## config.mk

```make
export PLATFORM = sky130hd
export DESIGN_NAME = branch_resolve_predict_flat
export DESIGN_NICKNAME = d
export VERILOG_FILES = /design/src/rtl/mips_branch_pkg.sv /design/src/rtl/branch_resolve_predict_if.sv /design/src/rtl/branch_resolve_predict_sat_counter2.sv /design/src/rtl/branch_resolve_predict.sv /design/src/flat_wrapper.sv
export SDC_FILE = /design/constraint.sdc
export NUM_CORES = 1
export LEC_CHECK = 0
export BUFFER_PORTS_ARGS = -buffer_cell sky130_fd_sc_hd__buf_2
export CAP_MARGIN = 25
export CORE_ASPECT_RATIO = 0.8
export CORE_MARGIN = 2
export CORE_UTILIZATION = 40
export DETAILED_ROUTE_END_ITERATION = 8
export GPL_TIMING_DRIVEN = 0
export REMOVE_ABC_BUFFERS = 1
export SLEW_MARGIN = 20
export SYNTH_ARGS = -nofsm -noshare
export SYNTH_HDL_FRONTEND = slang
export SYNTH_SLANG_ARGS = --single-unit
```

## constraint.sdc

```tcl
create_clock -name Clk -period 8.88 [get_ports Clk]
set_input_delay 0.444 -clock Clk [delete_from_list [all_inputs] [get_ports Clk]]
set_output_delay 0.444 -clock Clk [all_outputs]
set_load 0.01 [all_outputs]
```

## src/rtl/mips_branch_pkg.sv

```systemverilog
// Shared branch-unit encodings for the MIPS EX-stage resolver.
// Compare modes and predictor counter constants.
package mips_branch_pkg;

  typedef enum logic [2:0] {
    BR_BEQ    = 3'd0,
    BR_BNE    = 3'd1,
    BR_BLEZ   = 3'd2,
    BR_BGTZ   = 3'd3,
    BR_BLTZ   = 3'd4,
    BR_BGEZ   = 3'd5,
    BR_ALWAYS = 3'd6,
    BR_NONE   = 3'd7
  } br_op_e;

  localparam logic [1:0] BHT_WEAK_NT = 2'b01;
  localparam logic [1:0] BHT_STRONG_T = 2'b11;
  localparam logic [1:0] BHT_STRONG_NT = 2'b00;

endpackage

```

## src/rtl/branch_resolve_predict_if.sv

```systemverilog
// Pipeline-facing bundle of the branch resolve/predict unit.
// master = pipeline side, slave = branch unit.
interface branch_resolve_predict_if #(
  parameter int DATA_WIDTH = 32,
  parameter int CNT_WIDTH  = 16
);

  logic [DATA_WIDTH-1:0] FetchPC;
  logic                  PredTaken;
  logic                  ResValid;
  logic                  Branch;
  logic [2:0]            BranchOp;
  logic [DATA_WIDTH-1:0] OperandA;
  logic [DATA_WIDTH-1:0] OperandB;
  logic [DATA_WIDTH-1:0] ResPC;
  logic [DATA_WIDTH-1:0] ResTarget;
  logic                  ResPredTaken;
  logic                  Stall;
  logic                  PCSrc;
  logic                  Flush;
  logic [DATA_WIDTH-1:0] RedirectPC;
  logic [CNT_WIDTH-1:0]  BranchCount;
  logic [CNT_WIDTH-1:0]  MispredCount;

  modport master (
    output FetchPC, ResValid, Branch, BranchOp,
    output OperandA, OperandB, ResPC, ResTarget,
    output ResPredTaken, Stall,
    input  PredTaken, PCSrc, Flush, RedirectPC,
    input  BranchCount, MispredCount
  );

  modport slave (
    input  FetchPC, ResValid, Branch, BranchOp,
    input  OperandA, OperandB, ResPC, ResTarget,
    input  ResPredTaken, Stall,
    output PredTaken, PCSrc, Flush, RedirectPC,
    output BranchCount, MispredCount
  );

endinterface

```

## src/rtl/branch_resolve_predict_sat_counter2.sv

```systemverilog
// 2-bit saturating up/down counter, one BHT entry.
// Async reset loads RESET_VAL.
module sat_counter2
  import mips_branch_pkg::*;
#(
  parameter logic [1:0] RESET_VAL = BHT_WEAK_NT
) (
  input  logic       clk,
  input  logic       rst,
  input  logic       en,
  input  logic       up,
  output logic [1:0] q
);

  always_ff @(posedge clk or posedge rst) begin
    if (rst) begin
      q <= RESET_VAL;
    end else if (en) begin
      if (up && q != BHT_STRONG_T) begin
        q <= q + 2'd1;
      end else if (!up && q != BHT_STRONG_NT) begin
        q <= q - 2'd1;
      end
    end
  end

endmodule

```

## src/rtl/branch_resolve_predict.sv

```systemverilog
// EX-stage branch resolver with 2-bit BHT predictor,
// mispredict flush/redirect and saturating statistics.
module branch_resolve_predict
  import mips_branch_pkg::*;
#(
  parameter int DATA_WIDTH = 32,
  parameter int BHT_DEPTH  = 64,
  parameter int CNT_WIDTH  = 16
) (
  input logic Clk,
  input logic Reset,
  branch_resolve_predict_if.slave bus
);

  localparam int IDXW = $clog2(BHT_DEPTH);

  logic [IDXW-1:0]       fidx;
  logic [IDXW-1:0]       ridx;
  logic [1:0]            bht [BHT_DEPTH];
  logic [BHT_DEPTH-1:0]  hit;
  logic                  ev;
  logic                  taken;
  logic                  mis;
  logic                  eq;
  logic                  neg;
  logic                  zero;

  logic                  pcsrc_q;
  logic                  flush_q;
  logic [DATA_WIDTH-1:0] redir_q;
  logic [CNT_WIDTH-1:0]  bcnt_q;
  logic [CNT_WIDTH-1:0]  mcnt_q;

  assign fidx = bus.FetchPC[IDXW+1:2];
  assign ridx = bus.ResPC[IDXW+1:2];
  assign ev   = bus.ResValid & bus.Branch & ~bus.Stall;

  assign eq   = bus.OperandA == bus.OperandB;
  assign neg  = bus.OperandA[DATA_WIDTH-1];
  assign zero = bus.OperandA == '0;

  always_comb begin
    taken = 1'b0;
    unique case (bus.BranchOp)
      BR_BEQ:    taken = eq;
      BR_BNE:    taken = ~eq;
      BR_BLEZ:   taken = neg | zero;
      BR_BGTZ:   taken = ~neg & ~zero;
      BR_BLTZ:   taken = neg;
      BR_BGEZ:   taken = ~neg;
      BR_ALWAYS: taken = 1'b1;
      BR_NONE:   taken = 1'b0;
      default:   taken = 1'b0;
    endcase
  end

  assign mis = taken != bus.ResPredTaken;
  assign hit = ev ? (BHT_DEPTH'(1) << ridx) : '0;

  // Lookup reads the registered entry, so a same-cycle
  // update to that index is seen only next cycle.
  for (genvar i = 0; i < BHT_DEPTH; i++) begin : g_bht
    sat_counter2 #(
      .RESET_VAL (BHT_WEAK_NT)
    ) u_cnt (
      .clk (Clk),
      .rst (Reset),
      .en  (hit[i]),
      .up  (taken),
      .q   (bht[i])
    );
  end

  assign bus.PredTaken = bht[fidx][1];

  always_ff @(posedge Clk or posedge Reset) begin
    if (Reset) begin
      pcsrc_q <= 1'b0;
      flush_q <= 1'b0;
      redir_q <= '0;
      bcnt_q  <= '0;
      mcnt_q  <= '0;
    end else begin
      pcsrc_q <= ev & taken;
      flush_q <= ev & mis;
      if (ev) begin
        redir_q <= taken ? bus.ResTarget
                         : bus.ResPC + DATA_WIDTH'(4);
        if (bcnt_q != '1) begin
          bcnt_q <= bcnt_q + CNT_WIDTH'(1);
        end
        if (mis && mcnt_q != '1) begin
          mcnt_q <= mcnt_q + CNT_WIDTH'(1);
        end
      end
    end
  end

  assign bus.PCSrc        = pcsrc_q;
  assign bus.Flush        = flush_q;
  assign bus.RedirectPC   = redir_q;
  assign bus.BranchCount  = bcnt_q;
  assign bus.MispredCount = mcnt_q;

endmodule

```

## src/flat_wrapper.sv

```systemverilog
// flat-port wrapper written by rule: the top's interface ports become plain ports
module branch_resolve_predict_flat import mips_branch_pkg::*;
#(
  parameter int DATA_WIDTH = 32,
  parameter int BHT_DEPTH  = 64,
  parameter int CNT_WIDTH  = 16
)
  (Clk, Reset, bus_FetchPC, bus_ResValid, bus_Branch, bus_BranchOp, bus_OperandA, bus_OperandB, bus_ResPC, bus_ResTarget, bus_ResPredTaken, bus_Stall, bus_PredTaken, bus_PCSrc, bus_Flush, bus_RedirectPC, bus_BranchCount, bus_MispredCount);
  branch_resolve_predict_if #(.DATA_WIDTH(DATA_WIDTH), .CNT_WIDTH(CNT_WIDTH)) bus_i ();
  input logic Clk;
  input logic Reset;
  input wire logic [$bits(bus_i.FetchPC)-1:0] bus_FetchPC;
  input wire logic [$bits(bus_i.ResValid)-1:0] bus_ResValid;
  input wire logic [$bits(bus_i.Branch)-1:0] bus_Branch;
  input wire logic [$bits(bus_i.BranchOp)-1:0] bus_BranchOp;
  input wire logic [$bits(bus_i.OperandA)-1:0] bus_OperandA;
  input wire logic [$bits(bus_i.OperandB)-1:0] bus_OperandB;
  input wire logic [$bits(bus_i.ResPC)-1:0] bus_ResPC;
  input wire logic [$bits(bus_i.ResTarget)-1:0] bus_ResTarget;
  input wire logic [$bits(bus_i.ResPredTaken)-1:0] bus_ResPredTaken;
  input wire logic [$bits(bus_i.Stall)-1:0] bus_Stall;
  output wire logic [$bits(bus_i.PredTaken)-1:0] bus_PredTaken;
  output wire logic [$bits(bus_i.PCSrc)-1:0] bus_PCSrc;
  output wire logic [$bits(bus_i.Flush)-1:0] bus_Flush;
  output wire logic [$bits(bus_i.RedirectPC)-1:0] bus_RedirectPC;
  output wire logic [$bits(bus_i.BranchCount)-1:0] bus_BranchCount;
  output wire logic [$bits(bus_i.MispredCount)-1:0] bus_MispredCount;
  assign bus_i.FetchPC = bus_FetchPC;
  assign bus_i.ResValid = bus_ResValid;
  assign bus_i.Branch = bus_Branch;
  assign bus_i.BranchOp = bus_BranchOp;
  assign bus_i.OperandA = bus_OperandA;
  assign bus_i.OperandB = bus_OperandB;
  assign bus_i.ResPC = bus_ResPC;
  assign bus_i.ResTarget = bus_ResTarget;
  assign bus_i.ResPredTaken = bus_ResPredTaken;
  assign bus_i.Stall = bus_Stall;
  assign bus_PredTaken = bus_i.PredTaken;
  assign bus_PCSrc = bus_i.PCSrc;
  assign bus_Flush = bus_i.Flush;
  assign bus_RedirectPC = bus_i.RedirectPC;
  assign bus_BranchCount = bus_i.BranchCount;
  assign bus_MispredCount = bus_i.MispredCount;
  branch_resolve_predict #(.DATA_WIDTH(DATA_WIDTH), .BHT_DEPTH(BHT_DEPTH), .CNT_WIDTH(CNT_WIDTH)) u_core (.Clk(Clk), .Reset(Reset), .bus(bus_i));
endmodule
```

==> summary.md <==
| Metric | Value |
|---|---|
| Worst Hold Class | `in -> reg` |
| CP dominant cell by count | `mux4_2` |
| Final Cell Area | `0.0133 mm²` |
| IO Count | `236` |
| Register bit total from synthesis | `194` |
| Die height | `154 µm` |
| # nets final | `1639` |
| CTS Buffer Depth | `2` |
| Fmax | `0.308 GHz` |
| P_leak | `5.55 nW` |
| Fillcell total | `2704` |
| Met3 Use GR | `5.99%` |
| Placed instance count | `1811` |
| ANT cells | `0` |
| Die width | `192 µm` |
| Worst setup EP type | `output pin` |
| Met2 usage | `31.0%` |
| RSZ-0062 raised after global routing | `no` |
| Root buffer cell | `clkbuf_16` |
| DR iter-0 viols | `588` |
| Vias per cell | `5.38` |
| Core area | `0.0281 mm²` |
| Final max-slew violation count | `0` |
| Row count | `55` |
| Clock Latency Late Sink | `0.44 ns` |
| Power Density | `163 mW/mm²` |
| Actual slew at the worst max-slew pin | `1.02 ns` |
| First-pass GRT wire length | `48500 µm` |
| Vias | `9931` |
| Register Area | `0.00493 mm²` |
| DP Area | `0.0127 mm²` |
| CP Launch Type | `input pin` |
| GRT Util Overall | `20.8%` |
| GRT busiest layer | `met2` |
| Area delta synth->final | `17.9%` |
| Grt met1 use | `30.2%` |
| Total CTS buffers | `17` |
| Mapped Area | `0.0113 mm²` |
| Largest net degree at the start of global routing | `80` |
| Final RePlAce weighted congestion | `0.812` |
| Sequential share of the synthesized area | `43.6%` |
| RR Startpoint | `u_core.bus.BranchCount[2]$_DFFE_PP0P_` |
| Worst setup path startpoint | `bus_FetchPC[2]` |
| Initial DRT Pass Iterations | `5` |
| CP max stage cell | `mux4_2` |
| DRT Wirelength | `30200 µm` |
| Rel. slew slack | `31.7%` |
| # Post-CTS Setup Buffers | `0` |
| # resized after CTS | `0` |
| Initial core utilization | `40.3%` |
| Final Hold Viols | `0` |
| CP Max Fanout | `16` |
| Layout Cells excl Fill | `1845` |
| Setup Skew | `0.00523 ns` |
| Detailed placer's ending HPWL | `21200 µm` |
| Avg Cell Area, Syn | `8.75 µm²` |
| Post-synthesis cell type count | `43` |
| WP data arrival | `2.81 ns` |
| Max_cap viols | `0` |
| EDFF count, synth | `0` |
| Status | `finished, final reports clean` |
| I/O Buffers | `209` |
| Setup TNS | `0 ns` |
| Share of cells above drive strength 1 | `23.8%` |
| VDD IR-drop max | `0.000139 V` |
| Crit path cell chain | `buf_2 -> mux4_2 -> mux4_2 -> mux4_2 -> buf_2` |
| DRC | `0` |
| CP max stage delay | `0.60 ns` |
| Commonest cells after routing, fill and taps aside | `buf_2 (209), a21oi_1 (204), dfrtp_1 (130), nand2_1 (124), o21ai_0 (110)` |
| H-tree depth | `4` |
| Critical Path RT | `8.44 ns` |
| Crit Path Category | `in -> out` |
| CTS sink count | `194` |
| CTS tree | `yes` |
| Async S/R FF share, synth | `100%` |
| GRT Residual Overflow | `0` |
| Yosys warning count | `0` |
| Multi-input logic area | `0.00580 mm²` |
| Hold path startpoint | `bus_ResTarget[24]` |
| Clk slew on worst S/H paths | `0.08 ns` |
| Final ANT Viol Nets | `0` |
| DIE AREA | `0.0297 mm²` |
| DR WL/cell | `16.4 µm` |
| Minimum clock period | `3.25 ns` |
| Pwr Total | `0.00217 W` |
| Commonest non-fill, non-tap cell in the layout | `buf_2` |
| CTS Hold Bufs | `1` |
| Number of global-route vias before repair | `9182` |
| Initial antenna violation count | `1` |
| Final setup viols | `0` |
| Ys flop type | `dfrtp_1` |
| Crit share post-route | `36.6%` |
| Mapped Cells | `1293` |
flip-flops by register name, indices dropped and copies added, names as in the netlist:
| signal | count |
|---|---|
| u_core.g_bht.u_cnt.q | 128 |
| u_core.bus.RedirectPC | 32 |
| u_core.bus.BranchCount | 16 |
| u_core.bus.MispredCount | 16 |
| u_core.bus.Flush | 1 |
| u_core.bus.PCSrc | 1 |
cell usage after synthesis (4+ instances only):
library cell  count  area, µm²
o2111ai_1        14        123
a21oi_1         204       1020
clkbuf_1         36        135
buf_1             4       15.0
dfrtp_1         130       3250
a221oi_1          7       61.3
ha_1              8        100
dfstp_2          64       1680
nor3b_1           4       30.0
and2_1            7       43.8
buf_6             4       45.0
nor4_1           11       68.8
a31oi_1          21        131
nand2b_1         24        150
nor2b_1           7       43.8
and3_1           19        119
and4_1            6       52.6
nand2_1         124        465
nor2_1          105        394
nor3_1           34        170
buf_2            26        130
xor2_1           18        158
o21ai_1          25        125
xnor2_1          71        622
inv_1            75        282
mux4_2           21        473
nand4_1          30        188
o21ai_0         110        551
mux2i_1          34        340
or3_1             4       25.0
nand3_1          32        160
path summary, 6_finish.rpt:
path | endpoint | slack [ns] | depth (start not counted)
setup / recovery | bus_PredTaken | 5.63 | 5
hold / removal | u_core.bus.RedirectPC[24]$_DFFE_PP0P_ | 0.27 | 3
setup reg to reg | u_core.bus.BranchCount[15]$_DFFE_PP0P_ | 6.71 | 8
hold reg to reg | u_core.bus.RedirectPC[29]$_DFFE_PP0P_ | 0.48 | 2
max in group asynchronous | u_core.g_bht[34].u_cnt.q[0]$_DFFE_PP1P_ | 7.23 | 5
min in group asynchronous | u_core.bus.RedirectPC[27]$_DFFE_PP0P_ | 0.51 | 3
logic make-up (layout without fill, tap and decap cells):
| family | Yosys count | count (layout) | share of synthesized area [%] |
|---|---|---|---|
| AO/OA/AOI/OAI | 386 | 386 | 18.2 |
| AND/OR/NAND/NOR | 412 | 412 | 17.3 |
| multiplexers | 57 | 57 | 7.39 |
| XOR/XNOR | 90 | 90 | 7.13 |
| flip-flops | 194 | 194 | 43.6 |
| adder cells (fa/ha/maj) | 8 | 8 | 0.885 |
| buffers and inverters | 146 | 328 | 5.43 |
worst max-delay path, delay by kind of cell:
family | cells | cell delay (ns)
buffers and inverters | 2 | 0.71
multiplexers | 3 | 1.63
cell type report:
| cell class | instances | share of cell area (%) |
|---|---|---|
| clock buffer | 19 | 3.32 |
| clock inverter | 13 | 1.06 |
| inverter | 75 | 2.17 |
| multi-input combinational | 953 | 43.4 |
| sequential | 194 | 37.0 |
| tap | 370 | 3.47 |
| timing repair buffer | 221 | 9.54 |
stage by stage:
stage	hold slack, ns	utilization [%]	setup slack [ns]
5_1_grt	0.258	47.5	5.54
3_3_place_gp	0.458	44.5	-0.502
3_5_place_dp	0.452	45.3	5.47
2_1_floorplan	0.478	-	2.15
4_1_cts	0.246	47.5	5.61
6_report	0.266	47.5	5.63
per-layer routing:
metal  vias up  wire (µm)
li1       4896          -
met1      4761      14600
met2       258      13300
met3        16       1990
met4         0        269
met5         -          0
report_power, final:
group | total [W] | leakage (nW) | internal (W) | switching, W
Combinational | 0.000373 | 2.84 | 0.000150 | 0.000222
Clock | 0.000794 | 0.278 | 0.000406 | 0.000388
Sequential | 0.00100 | 2.42 | 0.000956 | 0.0000474
Total | 0.00217 | 5.55 | 0.00151 | 0.000657
Power figures use the tool's default switching activity.
